[src/rtl/bridge_tx.sv]
// bridge_tx - return path of the UART bridge.
//
// Serialises each bus read response as the ASCII frame
//   'D', four uppercase hex digits (most significant nibble first), 0x0D, 0x0A
// toward uart_tx through a registered valid/ready byte stream. A one-entry
// pending buffer absorbs a response that arrives while a frame is in flight.
// If a response arrives while that buffer is already full, it is dropped and
// overflow_o pulses for one cycle.
//
// Optional feature (macro BRIDGE_TX_WRITE_ACK_EN):
//   defined   - write responses emit the 3-byte acknowledge 'K', 0x0D, 0x0A.
//               They share the pending buffer and the overflow rules with reads.
//   undefined - write responses are ignored entirely.
//
// Ports:
//   clk         in   1   system clock
//   rst_n       in   1   asynchronous active-low reset
//   data_i      in  16   bus response data
//   rw_i        in   1   0 = read response, 1 = write response
//   valid_i     in   1   single-cycle response strobe, no backpressure
//   data_o      out  8   byte to uart_tx (registered)
//   valid_o     out  1   data_o valid (registered)
//   ready_i     in   1   uart_tx accepts byte when valid_o && ready_i
//   busy_o      out  1   frame in progress or pending entry held
//   overflow_o  out  1   one-cycle pulse when a response is dropped
module bridge_tx (
    input  logic        clk,
    input  logic        rst_n,
    input  logic [15:0] data_i,
    input  logic        rw_i,
    input  logic        valid_i,
    output logic [7:0]  data_o,
    output logic        valid_o,
    input  logic        ready_i,
    output logic        busy_o,
    output logic        overflow_o
);

`ifdef BRIDGE_TX_WRITE_ACK_EN
    typedef enum logic [3:0] {
        ST_IDLE, ST_PREAMBLE, ST_NIB3, ST_NIB2, ST_NIB1, ST_NIB0, ST_CR, ST_LF, ST_ACK
    } state_t;
`else
    typedef enum logic [3:0] {
        ST_IDLE, ST_PREAMBLE, ST_NIB3, ST_NIB2, ST_NIB1, ST_NIB0, ST_CR, ST_LF
    } state_t;
`endif

    state_t      r_state;
    logic [15:0] r_word;
    logic        r_pend_valid;
    logic [15:0] r_pend_word;
    logic        r_pend_wr;
    logic [7:0]  r_data_o;
    logic        r_valid_o;
    logic        r_overflow;

    state_t      w_state_next;
    logic [15:0] w_word_next;
    logic        w_pend_valid_next;
    logic [15:0] w_pend_word_next;
    logic        w_pend_wr_next;
    logic        w_drop;
    logic        w_fire;
    logic        w_new;
    logic        w_new_wr;

`ifdef BRIDGE_TX_WRITE_ACK_EN
    assign w_new    = valid_i;
    assign w_new_wr = rw_i;
`else
    // Writes never enter the bridge, so the pending type bit stays zero.
    assign w_new    = valid_i && !rw_i;
    assign w_new_wr = 1'b0;
`endif

    assign w_fire = r_valid_o && ready_i;

    // First state of a frame, chosen by the response type.
    function automatic state_t start_state(input logic is_wr);
`ifdef BRIDGE_TX_WRITE_ACK_EN
        return is_wr ? ST_ACK : ST_PREAMBLE;
`else
        return is_wr ? ST_IDLE : ST_PREAMBLE;
`endif
    endfunction

    function automatic state_t advance(input state_t s);
        case (s)
            ST_PREAMBLE: return ST_NIB3;
            ST_NIB3:     return ST_NIB2;
            ST_NIB2:     return ST_NIB1;
            ST_NIB1:     return ST_NIB0;
            ST_NIB0:     return ST_CR;
            ST_CR:       return ST_LF;
`ifdef BRIDGE_TX_WRITE_ACK_EN
            ST_ACK:      return ST_CR;
`endif
            default:     return ST_IDLE;
        endcase
    endfunction

    function automatic logic [7:0] hex_char(input logic [3:0] n);
        return (n < 4'd10) ? (8'h30 + {4'h0, n}) : (8'h37 + {4'h0, n});
    endfunction

    function automatic logic [7:0] byte_of(input state_t s, input logic [15:0] w);
        case (s)
            ST_PREAMBLE: return 8'h44;
            ST_NIB3:     return hex_char(w[15:12]);
            ST_NIB2:     return hex_char(w[11:8]);
            ST_NIB1:     return hex_char(w[7:4]);
            ST_NIB0:     return hex_char(w[3:0]);
            ST_CR:       return 8'h0D;
            ST_LF:       return 8'h0A;
`ifdef BRIDGE_TX_WRITE_ACK_EN
            ST_ACK:      return 8'h4B;
`endif
            default:     return 8'h00;
        endcase
    endfunction

    always_comb begin
        w_state_next      = r_state;
        w_word_next       = r_word;
        w_pend_valid_next = r_pend_valid;
        w_pend_word_next  = r_pend_word;
        w_pend_wr_next    = r_pend_wr;
        w_drop            = 1'b0;

        if (r_state == ST_IDLE) begin
            // Pending is always empty in IDLE, so a new response starts at once.
            if (w_new) begin
                w_word_next  = data_i;
                w_state_next = start_state(w_new_wr);
            end
        end else if (w_fire && (r_state == ST_LF)) begin
            // Frame ends: the pending entry beats a simultaneous new response,
            // which then takes the slot the pending entry just vacated.
            if (r_pend_valid) begin
                w_word_next       = r_pend_word;
                w_state_next      = start_state(r_pend_wr);
                w_pend_valid_next = w_new;
                if (w_new) begin
                    w_pend_word_next = data_i;
                    w_pend_wr_next   = w_new_wr;
                end
            end else if (w_new) begin
                w_word_next  = data_i;
                w_state_next = start_state(w_new_wr);
            end else begin
                w_state_next = ST_IDLE;
            end
        end else begin
            if (w_fire) begin
                w_state_next = advance(r_state);
            end
            if (w_new) begin
                if (!r_pend_valid) begin
                    w_pend_valid_next = 1'b1;
                    w_pend_word_next  = data_i;
                    w_pend_wr_next    = w_new_wr;
                end else begin
                    w_drop = 1'b1;
                end
            end
        end
    end

    always_ff @(posedge clk or negedge rst_n) begin
        if (!rst_n) begin
            r_state      <= ST_IDLE;
            r_word       <= 16'h0000;
            r_pend_valid <= 1'b0;
            r_pend_word  <= 16'h0000;
            r_pend_wr    <= 1'b0;
            r_data_o     <= 8'h00;
            r_valid_o    <= 1'b0;
            r_overflow   <= 1'b0;
        end else begin
            r_state      <= w_state_next;
            r_word       <= w_word_next;
            r_pend_valid <= w_pend_valid_next;
            r_pend_word  <= w_pend_word_next;
            r_pend_wr    <= w_pend_wr_next;
            // The byte for the upcoming state is precomputed so both outputs
            // come straight from flops.
            r_data_o     <= byte_of(w_state_next, w_word_next);
            r_valid_o    <= (w_state_next != ST_IDLE);
            r_overflow   <= w_drop;
        end
    end

    assign data_o     = r_data_o;
    assign valid_o    = r_valid_o;
    assign overflow_o = r_overflow;
    assign busy_o     = (r_state != ST_IDLE) || r_pend_valid;

endmodule
[config.mk]
export PLATFORM = sky130hd
export DESIGN_NAME = bridge_tx
export DESIGN_NICKNAME = d
export VERILOG_FILES = /design/src/rtl/bridge_tx.sv
export SDC_FILE = /design/constraint.sdc
export NUM_CORES = 1
export LEC_CHECK = 0
export BUFFER_PORTS_ARGS = -buffer_cell sky130_fd_sc_hd__buf_2
export CORE_MARGIN = 10
export CORE_UTILIZATION = 25
export DETAILED_ROUTE_END_ITERATION = 10
export PLACE_DENSITY_LB_ADDON = 0.25
export SLEW_MARGIN = 30
export SYNTH_ARGS = -nofsm -noshare
export SYNTH_HDL_FRONTEND = slang
export SYNTH_SLANG_ARGS = --single-unit
[constraint.sdc]
create_clock -name clk -period 3.6 [get_ports clk]
set_input_delay 0.54 -clock clk [delete_from_list [all_inputs] [get_ports clk]]
set_output_delay 0.54 -clock clk [all_outputs]
set_load 0.005 [all_outputs]
[Word-level counts from Yosys, hierarchy flattened]
Index checks and enable logic that the tools add are counted.
Widths: inputs -> output; s select.
Word-level totals
  flip-flop bits (word level): 48
Cells by class
  $add $sub $neg: 8
  order comparisons: 4
  equal/unequal tests: 16
  mux-type cells: 34
  bitwise operators: 1
  reductions and logical operators: 11
Operator list (count)
  $mux 16: 9
  $add 6x4->7 const A: 8
  $pmux 7 s7: 1
  $eq 4x3->1 const B: 8
  $mux 7: 4
  $pmux 3 s6: 1
  $eq 4x2->1 const B: 4
  $lt 4x4->1 const B: 4
  $mux 4: 4
  $mux 1: 15
  $eq 4x1->1 const B: 2
  $reduce_bool 4->1: 2
  $logic_not 4->1: 1
  $reduce_and 4->1: 1
  $logic_and 1x1->1: 3
  $ne 2x1->1 const B: 1
  $ne 2x2->1 const B: 1
  $reduce_and 2->1: 1
  $reduce_bool 2->1: 1
  $logic_not 1->1: 1
  $logic_or 1x1->1: 1
  $not 1->1: 1

[Logic depth before layout (Yosys ltp)]
Gate-level depths: netlist of the first run.
  word-level depth: 9
  gate-level depth with buffers: 12
  depth with buffers taken out: 9

[Worst setup path after synthesis of the first run]
OpenSTA, ideal clock, no wires.
  path kind: register to register
  from: register r_state[3]
  to: register r_data_o[4] (netlist: data_o[4])
  library setup time: 0.139 ns
  arrival: 2.664 ns
  data required time: 3.461 ns
  slack: 0.797 ns
  cell stages (with the launch flop): 10
  period minus slack after synthesis: 2.803 ns
  cell sequence: dfrtp_1 -> buf_2 -> or4_4 -> buf_2 -> a22oi_1 -> inv_1 -> ha_1 -> o21ai_0 -> a21oi_1 -> or4_1
On the way
  word-level cells in the longest chain between the ends: 7
  elaborated cells on any way between the ends: 40
  classes of those cells: 8 x add/sub; 4 x order compare; 14 x eq/ne; 12 x mux; 2 x reduce/logical
Ends and longest elaborated chain
  start: declaration: line 49  | state_t r_state;
  start signal: assignment: line 181  | r_state <= w_state_next;
  $eq 4x3->1: line 137  | end else if (w_fire && (r_state == ST_LF)) begin
  $logic_and 1x1->1: line 137
  $mux 16: line 137
  $mux 16 *: line 131  | if (r_state == ST_IDLE) begin
  named net w_word_next[12]: line 59  | logic [15:0] w_word_next;
  $add 6x4->7 / $lt 4x4->1 (equally long branches): line 104  | return (n < 4'd10) ? (8'h30 + {4'h0, n}) : (8'h37 + {4'h0, n});
  $mux 7 *: line 104
  $pmux 7 s7 *: line 108  | case (s)
  end signal: assignment: line 188  | r_data_o <= byte_of(w_state_next, w_word_next);
  end: declaration: line 54  | logic [7:0] r_data_o;
The timed path passes the listed nets; every way through them passes the cells marked *.
A chain may end at the register's enable or synchronous reset.

[Worst setup path in the final report of the first run]
  from: register r_state[2]
  to: register r_data_o[4] (netlist: data_o[4])
Same word-level chain as after synthesis.

==> results of run 1 <==
==> kinds of logic (layout without fill, tap and decap cells) <==
logic type	after synthesis	count (layout)	share of synthesized area, %
buf+inv	35	63	5.96
simple gates	95	95	18.5
other cells	1	1	0.129
compound gates	89	89	23.8
fa+ha+maj	4	4	1.72
xor+xnor	6	6	1.80
flops	46	46	39.5
mux	23	23	8.58
==> cell usage after synthesis (all sizes together), types with 5 or more instances <==
cell,number
o22ai,5
nand3,7
buf,12
o21ai,16
o211ai,9
mux2i,7
clkbuf,5
nand2b,7
nand2,28
a21oi,23
nor2,15
inv,18
dfrtp,46
mux2,16
xnor2,5
==> sequential cells by signal, indices dropped and copies added, names as in the netlist <==
name,count
r_pend_valid,1
r_state,4
data_o,7
r_word,16
valid_o,1
r_pend_word,16
overflow_o,1
==> worst register-to-register path: stages, from the launching register on <==
cell and delay [ns]:
dfrtp_1 0.78, nand2b_1 0.28, nor2_1 0.37, o22ai_1 0.13, a22oi_1 0.37, inv_1 0.09
ha_1 0.24, o21ai_0 0.25, a21oi_1 0.11, or4_1 0.51
==> per-layer routing <==
layer	GRT usage [%]	up-vias	share of wire [%]
li1	-	1160	-
met5	0	-	0
met1	14.2	1188	46
met3	2.36	9	5.6
met2	17.2	55	48
met4	2.98	0	0.99
==> final timing paths <==
path | startpoint | to | slack (ns) | cells after the start
setup / recovery | r_state[2]$_DFF_PN0_ | data_o[4]$_DFF_PN0_ | 0.33 | 9
hold / removal | rst_n | r_pend_word[11]$_DFFE_PN0P_ | 0.26 | 1
setup reg to reg | r_state[2]$_DFF_PN0_ | data_o[4]$_DFF_PN0_ | 0.33 | 9
hold reg to reg | r_pend_word[6]$_DFFE_PN0P_ | r_pend_word[6]$_DFFE_PN0P_ | 0.51 | 1
max in group asynchronous | rst_n | data_o[3]$_DFF_PN0_ | 2.94 | 1
min in group clk | data_i[11] | r_pend_word[11]$_DFFE_PN0P_ | 0.49 | 2
==> layout by cell type (no fill, tap or decap), types with 6 or more instances in the layout <==
cell,instances
dfrtp_1,46
buf_2,29
nand2_1,28
a21oi_1,21
inv_1,17
mux2_2,16
nor2_1,15
o21ai_0,12
o211ai_1,9
buf_4,8
nand2b_1,7
mux2i_1,7
nand3_1,6
==> per-stage QoR <==
step,total power [µW],hold slack [ns],std cells,cell area [µm²],util [%]
global placement,2580,0.487,462,3190,28.0
finish,3190,0.258,470,3390,29.7
global route,3440,0.318,470,3390,29.7
detailed placement,2600,0.491,462,3190,28.0
CTS,3220,0.292,470,3390,29.7
floorplan,2150,0.244,299,2920,-
==> power by group through the flow <==
stage / clock network [µW] / registers (µW) / logic (µW)
floorplan: 0 / 857 / 1290
global placement: 0 / 955 / 1620
detailed placement: 0 / 963 / 1640
CTS: 625 / 953 / 1640
global route: 645 / 982 / 1810
finish: 613 / 949 / 1630
==> cell type report <==
type,count,area [µm²]
Multi-Input combinational cell,218,1590
Inverter,18,67.6
Clock buffer,5,125
Sequential cell,46,1150
Fill cell,1238,8030
Timing Repair Buffer,37,205
Tap cell,143,179
Clock inverter,3,68.8
==> impl_metrics.csv, run 1 <==
group,metric,value,unit
status,status,"complete, no violations",
power_and_ir_drop,swShare,42.6,%
die,die_area,0.0164,mm²
clocking,worstSkewPairLatency,0.29,ns
clocking,cts_hold_buf,0,
die,start_util,25.5,%
global_route,antenna_found_initial,0,
timing,maxSlewHeadroom,39.3,%
global_route,grt_max_degree,47,
logic_synthesis,async_flop_share,100,%
worst_setup_path,slowest_delay,0.78,ns
power_and_ir_drop,p_int,1830,µW
clocking,cts_tree,"done",
place,port_buffers,30,
final_layout,area_delta_synth_final,16.2,%
place,hpwl,6.60,mm
logic_synthesis,synth_nets,324,
logic_synthesis,yosysWarningCount,0,
timing,final-hold-violation-count,0,
place,gp_congestion,0.828,
logic_synthesis,syn_avg_cell_area,9.75,µm²
route,viasPerCell,5.13,
logic_synthesis,synth.top_cell.area_share,39.5,%
worst_setup_path,worstPathCellList,"nand2b_1 > nor2_1 > o22ai_1 > a22oi_1 > inv_1 > ha_1 > o21ai_0 > a21oi_1 > or4_1",
route,drtAntennaViolNets,0,
route,routed_wl,8.66,mm
global_route,track_usage,10.7,%
timing,totalNegativeSetupSlack,0,ns
route,firstDrtPassIters,4,
power_and_ir_drop,vdd_drop_max,261,µV
global_route,grt_pass1_vias,2538,
worst_setup_path,startpoint_type,"flop",
die,fp.dieW,128,µm
route,initialDrtViolationCount,231,
logic_synthesis,synth_area_leader_cell,"dfrtp_1",
die,fp.dieH,128,µm
logic_synthesis,synth_edf_count,0,
clocking,clkSinkCount,46,
route,wire_per_inst,18.4,µm
timing,fin_skew,0.00774,ns
flow_run,cap_violations,0,
clocking,cts_buffers,5,
logic_synthesis,seq_area_frac_synth,39.5,%
clocking,cts_resized,0,
power_and_ir_drop,power.leakage,0.00139,µW
place,dp_slack,0.429,ns
timing,period_share,90.7,%
worst_setup_path,arrival,3.43,ns
logic_synthesis,ys.flop_type,"dfrtp_1",
logic_synthesis,syn_area,0.00292,mm²
worst_setup_path,critical-path-top-delay-family,"simple AND/OR/NAND/NOR gates",
power_and_ir_drop,powerDensity,942,mW/mm²
timing,fin_ws,0.334,ns
timing,grt_setup_unrepaired,"no",
timing,slew_viol_final,0,
logic_synthesis,synth_seq_cells,46,
clocking,clockBufferDepth,2,
worst_setup_path,end_kind,"flop",
power_and_ir_drop,p_switching,1360,µW
power_and_ir_drop,p_comb_share,51.0,%
clocking,clockRootBuffer,"clkbuf_16",
worst_setup_path,required,3.77,ns
logic_synthesis,synthCells,299,
final_layout,diodes,0,
final_layout,fin_nets,351,
timing,period_needed,3.27,ns
clocking,post_cts_buffers,0,
global_route,grt_pass1_wl,13.9,mm
final_layout,drive_gt1_share,26.0,%
power_and_ir_drop,p_clk_share,19.2,%
die,io_pins,32,
logic_synthesis,post_synth_num_cell_types,68,
route,drc,0,
clocking,h-tree-depth,2,
die,core_region_area,0.0114,mm²
route,vias,2412,
global_route,overflow,0,
worst_hold_path,hold_class,"in2async",
worst_setup_path,crit_path_top_delay_cell,"dfrtp_1",
power_and_ir_drop,seq_power_share,29.7,%
worst_setup_path,cp_num_buf_inv,1,
clocking,clk_pin_slew,0.07,ns
die,num_rows,39,
timing,worst_pin_slew,0.899,ns
timing,finalSetupViolCount,0,
logic_synthesis,ys_top_cells_by_area,"dfrtp_1 39%, mux2_2 6.2%, a21oi_1 3.6%",
worst_setup_path,critPathMaxFanout,20,
worst_setup_path,critPathKind,"reg2reg",
timing,fmax,306,MHz
No activity file was read; power rests on OpenSTA's default activity.
==> run 2, diff against run 1 <==
- ABC_AREA: unset -> 1
==> impl_metrics.csv, run 2 <==
group,metric,value,unit
logic_synthesis,seq_area_frac_synth,35.7,%
power_and_ir_drop,powerDensity,907,mW/mm²
global_route,grt_pass1_wl,14.8,mm
final_layout,fin_nets,496,
route,vias,2831,
worst_setup_path,arrival,2.67,ns
die,num_rows,41,
global_route,track_usage,10.1,%
timing,totalNegativeSetupSlack,0,ns
route,routed_wl,8.56,mm
route,viasPerCell,4.40,
clocking,clkSinkCount,46,
clocking,h-tree-depth,2,
flow_run,cap_violations,0,
final_layout,area_delta_synth_final,12.5,%
logic_synthesis,yosysMostFrequentCell,"nand2_1",
global_route,grt_max_degree,35,
timing,period_share,69.3,%
route,drtAntennaViolNets,0,
final_layout,final_common_cell,"nand2_1",
worst_setup_path,end_kind,"flop",
status,status,"complete, no violations",
final_layout,fillers,1437,
logic_synthesis,post_synth_num_cell_types,37,
route,drc,0,
place,gp_congestion,0.862,
final_layout,diodes,0,
die,fp.dieW,134,µm
logic_synthesis,synth.top_cell.area_share,35.7,%
clocking,clockRootBuffer,"clkbuf_16",
logic_synthesis,syn_avg_cell_area,7.22,µm²
global_route,antenna_found_initial,0,
clocking,cts_tree,"done",
logic_synthesis,ys.flop_type,"dfrtp_1",
place,hpwl,6.43,mm
global_route,overflow,0,
clocking,post_cts_buffers,0,
timing,fin_skew,0.00699,ns
worst_setup_path,critPathKind,"reg2reg",
power_and_ir_drop,power.leakage,0.00190,µW
worst_setup_path,required,3.78,ns
worst_setup_path,startpoint_type,"flop",
place,port_buffers,30,
timing,holdWs,0.349,ns
timing,finalSetupViolCount,0,
logic_synthesis,synth_common_cells,"140 x nand2_1, 56 x inv_1, 46 x dfrtp_1",
power_and_ir_drop,vdd_drop_max,212,µV
worst_setup_path,ff2ff_setup_slack,1.10,ns
worst_hold_path,hold_class,"in2async",
final_layout,final_cell_mix,"140 x nand2_1, 56 x inv_1, 46 x dfrtp_1",
die,start_util,25.6,%
power_and_ir_drop,p_total,3290,µW
die,die_area,0.0178,mm²
logic_synthesis,synthCells,447,
logic_synthesis,synth_nets,472,
logic_synthesis,synth_edf_count,0,
logic_synthesis,syn_area,0.00323,mm²
logic_synthesis,yosysWarningCount,0,
clocking,cts_resized,0,
die,fp.dieH,134,µm
clocking,clockBufferDepth,2,
route,firstDrtPassIters,5,
route,wire_per_inst,13.3,µm
timing,grt_setup_unrepaired,"no",
final_layout,drive_gt1_share,22.7,%
die,io_pins,32,
clocking,cts_hold_buf,0,
timing,period_needed,2.50,ns
die,core_region_area,0.0126,mm²
logic_synthesis,synth_seq_cells,46,
timing,maxSlewHeadroom,44.3,%
route,initialDrtViolationCount,161,
clocking,worstSkewPairLatency,0.29,ns
worst_setup_path,critPathMaxFanout,18,
logic_synthesis,synth_area_leader_cell,"dfrtp_1",
logic_synthesis,ys_top_cells_by_area,"dfrtp_1 36%, nand2_1 16%, nand3_1 7.0%",
timing,final-hold-violation-count,0,
clocking,cts_buffers,5,
global_route,grt_pass1_vias,3007,
timing,slew_viol_final,0,
timing,fmax,401,MHz
timing,worst_pin_slew,0.835,ns
clocking,clk_pin_slew,0.07,ns
logic_synthesis,async_flop_share,100,%
run 2: worst paths after layout:
check,cells after the start,end,from
worst min register to register,2,r_pend_word[5]$_DFFE_PN0P_,r_pend_word[5]$_DFFE_PN0P_
worst min-delay path,1,r_pend_word[12]$_DFFE_PN0P_,rst_n
worst max register to register,13,data_o[2]$_DFF_PN0_,r_state[3]$_DFF_PN0_
min in group clk,2,r_pend_word[5]$_DFFE_PN0P_,r_pend_word[5]$_DFFE_PN0P_
worst max-delay path,13,data_o[2]$_DFF_PN0_,r_state[3]$_DFF_PN0_
max in group asynchronous,2,r_state[1]$_DFF_PN0_,rst_n
run 2: logic make-up after synthesis:
family	after synthesis	share of synthesized area [%]
compound gates	36	6.28
simple gates	271	42.7
flops	46	35.7
fa+ha+maj	4	1.55
mux	3	1.40
other cells	1	0.116
buf+inv	86	12.3
run 2: critical path, cell delays in order, from the launching register on:
cell     delay (ns)
dfrtp_1        0.42
nor2_1         0.17
nand3_2        0.33
inv_2          0.42
nand2_1        0.16
nand3_4        0.14
ha_1           0.20
nand4_1        0.10
nand2_1        0.07
nand3_1        0.07
nand3_1        0.08
nand2_1        0.05
nor2_1         0.11
nand2_1        0.06
run 2: layer usage:
metal	global-route usage (%)	part of all wire [%]	vias to the layer above	wire (µm)
met4	4.11	2.3	0	193
met3	1.92	3.0	15	258
met1	11.5	44	1325	3750
met2	18.1	51	47	4360
met5	0	0	-	0
li1	-	-	1444	-
run 2: layout make-up:
class                      instances  area (µm²)  area share (%)
clock buffer                       7         143            3.93
tap                              172         215            5.93
inverter                          72         278            7.66
multi-input combinational        315        1680            46.3
timing repair buffer              31         158            4.35
sequential                        46        1150            31.7
clock inverter                     1        5.00           0.138
run 2: where the power goes:
group / total, µW / internal [µW] / leakage [µW] / switching [µW]
clock network: 478 / 276 / 0.0000739 / 202
logic: 1930 / 665 / 0.00128 / 1260
registers: 887 / 755 / 0.000539 / 132
total: 3290 / 1700 / 0.00190 / 1600
run 2: stage by stage:
stage	util (%)	instances	instance area, µm²	setup WS [ns]
after floorplan	-	447	3230	1.55
after global placement	27.6	636	3480	1.00
after detailed placement	27.6	636	3480	0.960
after CTS	28.7	644	3630	1.06
after global routing	28.7	644	3630	0.821
final	28.7	644	3630	1.10
